--- config.mk ---
export PLATFORM = sky130hd
export DESIGN_NAME = bram_pingpong_writer
export DESIGN_NICKNAME = d
export VERILOG_FILES = /design/src/rtl/bram_pingpong_writer.sv
export SDC_FILE = /design/constraint.sdc
export NUM_CORES = 1
export LEC_CHECK = 0
export BUFFER_PORTS_ARGS = -buffer_cell sky130_fd_sc_hd__buf_2
export CAP_MARGIN = 15
export CORE_ASPECT_RATIO = 1.2
export CORE_MARGIN = 10
export CORE_UTILIZATION = 25
export CTS_BUF_LIST = sky130_fd_sc_hd__clkbuf_8
export CTS_CLUSTER_SIZE = 25
export DETAILED_ROUTE_END_ITERATION = 12
export PLACE_DENSITY_LB_ADDON = 0.2
export RECOVER_POWER = 50
export SYNTH_ARGS = -nofsm -noshare
export SYNTH_HDL_FRONTEND = slang
export SYNTH_SLANG_ARGS = --single-unit
--- constraint.sdc ---
create_clock -name i_clk -period 12.8 [get_ports i_clk]
set_clock_uncertainty 0.2 [all_clocks]
set_input_delay 1.28 -clock i_clk [delete_from_list [all_inputs] [get_ports i_clk]]
set_output_delay 1.28 -clock i_clk [all_outputs]
set_load 0.05 [all_outputs]
--- src/rtl/bram_pingpong_writer.sv ---
// bram_pingpong_writer: streams generator words into BRAM port A as a two-half ping-pong ring
// Ports:
//   i_clk, i_rst          clock (also BRAM porta_clk), async active-high reset
//   i_enable              1 = run, 0 = stop and rewind to word 0
//   i_s_valid/i_s_data    generator word; o_s_ready accepts it
//   o_bram_en/we/addr/din BRAM port A write, one cycle after the accept
//   i_half_release        per-half pulse from software: half consumed
//   o_half_full           per-half ownership: 1 = full, awaiting reader
//   o_half_done/_idx      1-cycle pulse and index when a half's last word is written
//   o_word_count          words accepted since enable rose (wraps)
//   o_stall_count         cycles with valid held and not ready while running (saturates)
module bram_pingpong_writer #(
  parameter int ADDR_WIDTH = 16,
  parameter int DATA_WIDTH = 64,
  parameter int DEPTH      = 8192
) (
  input  logic                    i_clk,
  input  logic                    i_rst,
  input  logic                    i_enable,
  input  logic                    i_s_valid,
  input  logic [DATA_WIDTH-1:0]   i_s_data,
  output logic                    o_s_ready,
  output logic                    o_bram_en,
  output logic [DATA_WIDTH/8-1:0] o_bram_we,
  output logic [ADDR_WIDTH-1:0]   o_bram_addr,
  output logic [DATA_WIDTH-1:0]   o_bram_din,
  input  logic [1:0]              i_half_release,
  output logic [1:0]              o_half_full,
  output logic                    o_half_done,
  output logic                    o_half_done_idx,
  output logic [31:0]             o_word_count,
  output logic [31:0]             o_stall_count
);
  localparam int PW = $clog2(DEPTH);
  typedef enum logic [1:0] {S_IDLE, S_RUN, S_WAIT} state_t;
  state_t                r_state, w_next;
  logic [PW-1:0]         r_ptr;
  logic [1:0]            r_full, w_full, w_set;
  logic                  r_en, r_done, r_idx;
  logic [ADDR_WIDTH-1:0] r_addr;
  logic [DATA_WIDTH-1:0] r_din;
  logic [31:0]           r_wc, r_sc;
  logic                  w_hf, w_acc, w_last, w_stop, w_start, w_stall;
  // ownership bit of the half the write pointer currently targets
  assign w_hf      = r_full[r_ptr[PW-1]];
  assign o_s_ready = (r_state == S_RUN) & ~w_hf;
  assign w_acc     = i_s_valid & o_s_ready;
  assign w_last    = &r_ptr[PW-2:0];
  assign w_stop    = (r_state != S_IDLE) & ~i_enable;
  assign w_start   = (r_state == S_IDLE) & i_enable;
  assign w_stall   = (r_state != S_IDLE) & i_s_valid & ~o_s_ready & ~&r_sc;
  // completing a half beats a release of the same half in the same cycle
  assign w_set  = {2{w_acc & w_last}} & {r_ptr[PW-1], ~r_ptr[PW-1]};
  assign w_full = w_stop ? 2'b00 : w_set | (r_full & ~i_half_release);
  always_comb begin
    w_next = r_state;
    case (r_state)
      S_IDLE:  w_next = i_enable ? S_RUN : S_IDLE;
      S_RUN:   w_next = !i_enable ? S_IDLE : w_hf ? S_WAIT : S_RUN;
      S_WAIT:  w_next = !i_enable ? S_IDLE : w_hf ? S_WAIT : S_RUN;
      default: w_next = S_IDLE;
    endcase
  end
  always_ff @(posedge i_clk or posedge i_rst) begin
    if (i_rst) begin
      r_state <= S_IDLE;
      r_ptr   <= '0;
      r_full  <= '0;
      r_en    <= 1'b0;
      r_done  <= 1'b0;
      r_idx   <= 1'b0;
      r_addr  <= '0;
      r_din   <= '0;
      r_wc    <= '0;
      r_sc    <= '0;
    end else begin
      r_state <= w_next;
      r_ptr   <= w_stop ? '0 : r_ptr + PW'(w_acc);
      r_full  <= w_full;
      r_en    <= w_acc;
      r_done  <= w_acc & w_last;
      if (w_acc) begin
        r_addr <= ADDR_WIDTH'({r_ptr, 3'b000});
        r_din  <= i_s_data;
      end
      if (w_acc & w_last) r_idx <= r_ptr[PW-1];
      r_wc <= w_start ? '0 : r_wc + 32'(w_acc);
      r_sc <= w_start ? '0 : r_sc + 32'(w_stall);
    end
  end
  assign o_bram_en       = r_en;
  assign o_bram_we       = {(DATA_WIDTH/8){r_en}};
  assign o_bram_addr     = r_addr;
  assign o_bram_din      = r_din;
  assign o_half_full     = r_full;
  assign o_half_done     = r_done;
  assign o_half_done_idx = r_idx;
  assign o_word_count    = r_wc;
  assign o_stall_count   = r_sc;
endmodule

**After elaboration in Yosys (flattened, before gate mapping)**

Index checks and enable logic that the tools add are counted.
Widths: inputs -> output; s select.

- Flip-flop bits (word level): 161
- Output and inout port bits: 158
- Input bits: 70

- Bitwise operators: 16
- Order comparisons: 1
- Reductions and logical operators: 6
- Equal/unequal tests: 2
- $add $sub $neg: 3
- Mux-type cells: 10

Operators by type and width:

| operator | count |
|---|---|
| $add 32x1->32 | 2 |
| $mux 32 | 2 |
| $reduce_and 32->1 | 1 |
| $add 13x1->13 | 1 |
| $mux 13 | 1 |
| $reduce_and 12->1 | 1 |
| $and 1x1->1 | 8 |
| $mux 2 | 3 |
| $and 2x2->2 | 2 |
| $not 1->1 | 4 |
| $pmux 2 s2 | 1 |
| $mux 1 | 3 |
| $eq 2x1->1 const B | 1 |
| $eq 2x2->1 const B | 1 |
| $logic_not 2->1 | 1 |
| $lt 1x2->1 const B | 1 |
| $not 2->2 | 1 |
| $or 2x2->2 | 1 |
| $reduce_bool 2->1 | 1 |
| $reduce_or 2->1 | 1 |
| $logic_not 1->1 | 1 |

**Depth between registers and ports, before layout**

- Word-level depth: 9
- Depth in mapped cells: 14

**Least setup slack after synthesis**

Ideal clock, no wire load.

- Path kind: flip-flop to flip-flop
- Start: reg r_full[1] (netlist: o_half_full[1])
- End: reg r_wc[16] (netlist: o_word_count[16])
- Arrival time: 3,740 ps
- Cell stages (with the launch flop): 14
- Library setup time: 78 ps
- Slack: 8,782 ps
- Path buffers: 3
- Cells stage by stage: dfrtp_1 -> mux2i_1 -> and2_1 -> nand2_1 -> inv_2 -> buf_2 -> buf_2 -> ha_1 -> ha_1 -> nand4_1 -> or4_1 -> clkbuf_1 -> or3_1 -> a21oi_1

- Word-level cells in the longest chain between the ends: 7

Ends and longest elaborated chain:

| element | line | RTL |
|---|---|---|
| from (decl) | 38 | `logic [1:0] r_full, w_full, w_set;` |
| from (signal assigned) | 79 | `r_full <= w_full;` |
| $mux 1 (implied by the code) (2 in series) | 45 | `assign w_hf = r_full[r_ptr[PW-1]];` |
| $not 1->1 | 46 | `assign o_s_ready = (r_state == S_RUN) & ~w_hf;` |
| $and 1x1->1 | 46 |  |
| net o_s_ready | 22 | `output logic o_s_ready,` |
| $and 1x1->1 | 47 | `assign w_acc = i_s_valid & o_s_ready;` |
| net w_acc | 43 | `logic w_hf, w_acc, w_last, w_stop, w_start, w_stall;` |
| $add 32x1->32 | 87 | `r_wc <= w_start ? '0 : r_wc + 32'(w_acc);` |
| $mux 32 | 87 |  |
| to (signal assigned) | 87 |  |
| to (decl) | 42 | `logic [31:0] r_wc, r_sc;` |

The timed path passes the listed nets, and every way through them passes these cells. The select of a mux whose other input is x is not followed.
A chain may end at the register's enable or synchronous reset.

**Worst setup path in the final report**

- Start: reg r_ptr[12]
- End: reg r_idx (netlist: o_half_done_idx)

- Word-level cells in the longest chain between the ends: 6

Ends and longest elaborated chain:

| element | line | RTL |
|---|---|---|
| from (decl) | 37 | `logic [PW-1:0] r_ptr;` |
| from (signal assigned) | 78 | `r_ptr <= w_stop ? '0 : r_ptr + PW'(w_acc);` |
| $mux 1 (implied by the code) (2 in series) | 45 |  |
| $not 1->1 | 46 |  |
| $and 1x1->1 | 46 |  |
| $and 1x1->1 | 47 |  |
| $and 1x1->1 | 86 | `if (w_acc & w_last) r_idx <= r_ptr[PW-1];` |
| to (signal assigned) | 86 |  |
| to (decl) | 39 | `logic r_en, r_done, r_idx;` |

Several ways; a longest one is shown, not always the timed one. The select of a mux whose other input is x is not followed.

==> metrics.csv <==
metric,value,unit
maximum fanout along the worst path,70,
Max Cap Viol,2,
required time worst endpoint,12940,ps
Post-CTS Setup Bufs,0,
Area Growth Syn to Fin,23.5,%
failing checks,"max-capacitance violations, max-slew violations",
Reg power frac,45.0,%
I/O pin count,228,
first-pass GRT wire length,32900,µm
Avg Inst Size Synth,11.6,µm²
Die Width,175,µm
Netlist Area Pre-Place,7220,µm²
root buf cell,clkbuf_8,
GR peak layer,met2,
number of flops mapped to enable cells by yosys,0,
"Largest stage delay, worst path",2740,ps
Comb pwr share,23.4,%
global routing met3 resource utilization,6.51,%
Max Root-Sink Buffers,2,
minimum clock period,5790,ps
"commonest non-fill, non-tap cell in the layout",dfrtp_1,
met2 Usage GRT,17.4,%
sequential share of the synthesized area,55.8,%
H-tree level count,4,
cells along the critical path,"mux2i_1, and2_0, nand2_1, clkinvlp_2, clkbuf_1, nand4_1, mux2_2",
top_reg_cell synth,dfrtp_1,
synth warn,0,
TritonRoute pass-1 iters,4,
Async SR Flop Fraction,100,%
RD Place Congestion,0.732,
GRT Resource Usage Total,11.3,%
worst skew pair latency,450,ps
initial antenna violation count,1,
Peak Freq,173,MHz
largest net degree at the start of global routing,101,
sw frac,36.7,%
DIE AREA,36100,µm²
CTS buffer count,17,
clock share of power,31.6,%
overall power,1300,µW
Synth top area share,55.8,%
post-synthesis register bit count,161,
final wirelength,20600,µm
Initial DRC Count,324,
Leakage,0.00376,µW
Psw,477,µW
Final Hold Viols,0,
cts repair resizes,0,
Layout Nets,914,
top cell type by total area after synthesis,dfrtp_1,
number of vias in the routed layout,5598,
Tcrit/Tclk final,45.3,%
normalized max-slew margin,-199,%
Starting Density,25.2,%
Final setup viols,0,
Critical Path Sink Type,flop,
pwr/cell area,146,nW/µm²
CP max-delay cell,clkbuf_1,
path type of the worst setup path,reg2reg,
CTS clock-pin slew for the worst setup and hold paths,90,ps
Wirelength per Cell,16.7,µm
Cell variety after synth,45,
status,finished with violations,
vias in the first global route,5771,
met1 usage,13.4,%
antenna-violating nets left,0,
RSZ-0062 raised after global routing,false,
Port Buffers,224,
share of cells above drive strength 1,27.4,%
Setup crit start kind,flop,
DR DRC count,0,
Worst Hold Class,reg2reg,
Vias per Instance,4.54,
total gr overflow,0,
measured slew at the worst slew-check pin,4460,ps
site row count,68,
Critical Path AT,5930,ps
# hold bufs at CTS,0,
CTS tree,built,
core area,28600,µm²
most frequent cells in the layout,"161 x dfrtp_1, 116 x clkbuf_1, 109 x buf_2",
Die H,206,µm
Synth Instances,623,
setup_tns,0,ps
CTS Sinks,161,
P_int,822,µW
VDD IR max,0.0000683,V
hpwl dp,14900,µm
count of pins over their slew limit,172,
Area contributors post-synth,"dfrtp_1 56%, mux2_2 12%, a21oi_1 2.9%",
==> state kept, by name, indices dropped and copies added (netlist names) <==
name	flops
o_bram_din	64
o_stall_count	32
o_word_count	32
o_bram_addr	13
r_ptr	13
o_half_full	2
r_state	2
o_bram_en	1
o_half_done	1
o_half_done_idx	1
==> kinds of logic (layout without fill, tap and decap cells) <==
kind of cell | Yosys count | count (layout) | share of synthesized area, %
buf+inv | 57 | 280 | 4.14
compound gates | 89 | 89 | 7.23
mux | 81 | 81 | 12.6
fa+ha+maj | 9 | 9 | 1.56
xor+xnor | 27 | 27 | 3.28
simple gates | 198 | 198 | 15.3
other cells | 1 | 4 | 0.0520
flops | 161 | 161 | 55.8
==> path summary, 6_finish.rpt <==
check	start	end	slack [ps]	cells after the start
worst min register to register	o_bram_din[18]$_DFFE_PP0N_	o_bram_din[18]$_DFFE_PP0N_	310	1
worst max-delay path	r_ptr[12]$_DFF_PP0_	o_half_done_idx$_DFFE_PP0P_	7010	7
worst max register to register	r_ptr[12]$_DFF_PP0_	o_half_done_idx$_DFFE_PP0P_	7010	7
worst min-delay path	o_bram_din[18]$_DFFE_PP0N_	o_bram_din[18]$_DFFE_PP0N_	310	1
min in group asynchronous	i_rst	o_bram_din[38]$_DFFE_PP0N_	1920	2
max in group asynchronous	i_rst	o_bram_din[40]$_DFFE_PP0N_	8180	3
==> power by group through the flow <==
| stage | Sequential, µW | Combinational, µW | Clock, µW |
|---|---|---|---|
| finish | 584 | 304 | 410 |
| global route | 592 | 323 | 451 |
| CTS | 584 | 322 | 429 |
| detailed placement | 593 | 322 | 0 |
| global placement | 592 | 321 | 0 |
| floorplan | 750 | 77.6 | 0 |
==> cell usage after synthesis (all sizes together) (3+ instances only) <==
cell type / count
a21oi: 42
and2: 7
and3: 4
and4: 5
buf: 26
clkbuf: 11
dfrtp: 161
ha: 9
inv: 19
mux2: 78
mux2i: 3
nand2: 31
nand3: 28
nand4: 15
nor2: 35
nor3: 12
nor4: 7
o21ai: 19
o31ai: 23
or3: 16
or4: 27
xnor2: 20
xor2: 7
==> layer usage <==
metal  part of all wire, %  vias up  wire length, µm
met4                  0.86        0              178
li1                      -     2673                -
met2                    46      175             9470
met1                    42     2739             8760
met5                     0        -                0
met3                    11       11             2240
==> layout make-up <==
cell class                      count  area [µm²]
Clock inverter                     15         183
Clock buffer                       17         234
Antenna cell                        1        2.50
Sequential cell                   161        4030
Inverter                           19        73.8
Timing Repair Buffer              229        1010
Tap cell                          385         482
Fill cell                        3067       19700
Multi-Input combinational cell    407        2900
==> critical path, delay by kind of cell, from the launching register on <==
kind	cells	cell delay, ps
muxes	2	870
DFF	1	490
and+or+nand+nor	3	1020
buffers and inverters	2	3090
==> stage by stage <==
| step | worst slack, ps | area [µm²] | util, % | hold slack (ps) | instances |
|---|---|---|---|---|---|
| global placement | 8910 | 8640 | 30.2 | 285 | 1200 |
| finish | 7010 | 8910 | 31.2 | 308 | 1234 |
| detailed placement | 8820 | 8640 | 30.2 | 289 | 1200 |
| global route | 6410 | 8910 | 31.2 | 324 | 1233 |
| CTS | 8920 | 9050 | 31.7 | 311 | 1232 |
| floorplan | 6970 | 7230 | - | 323 | 625 |
Note: power is estimated with default switching activity, not from simulation.
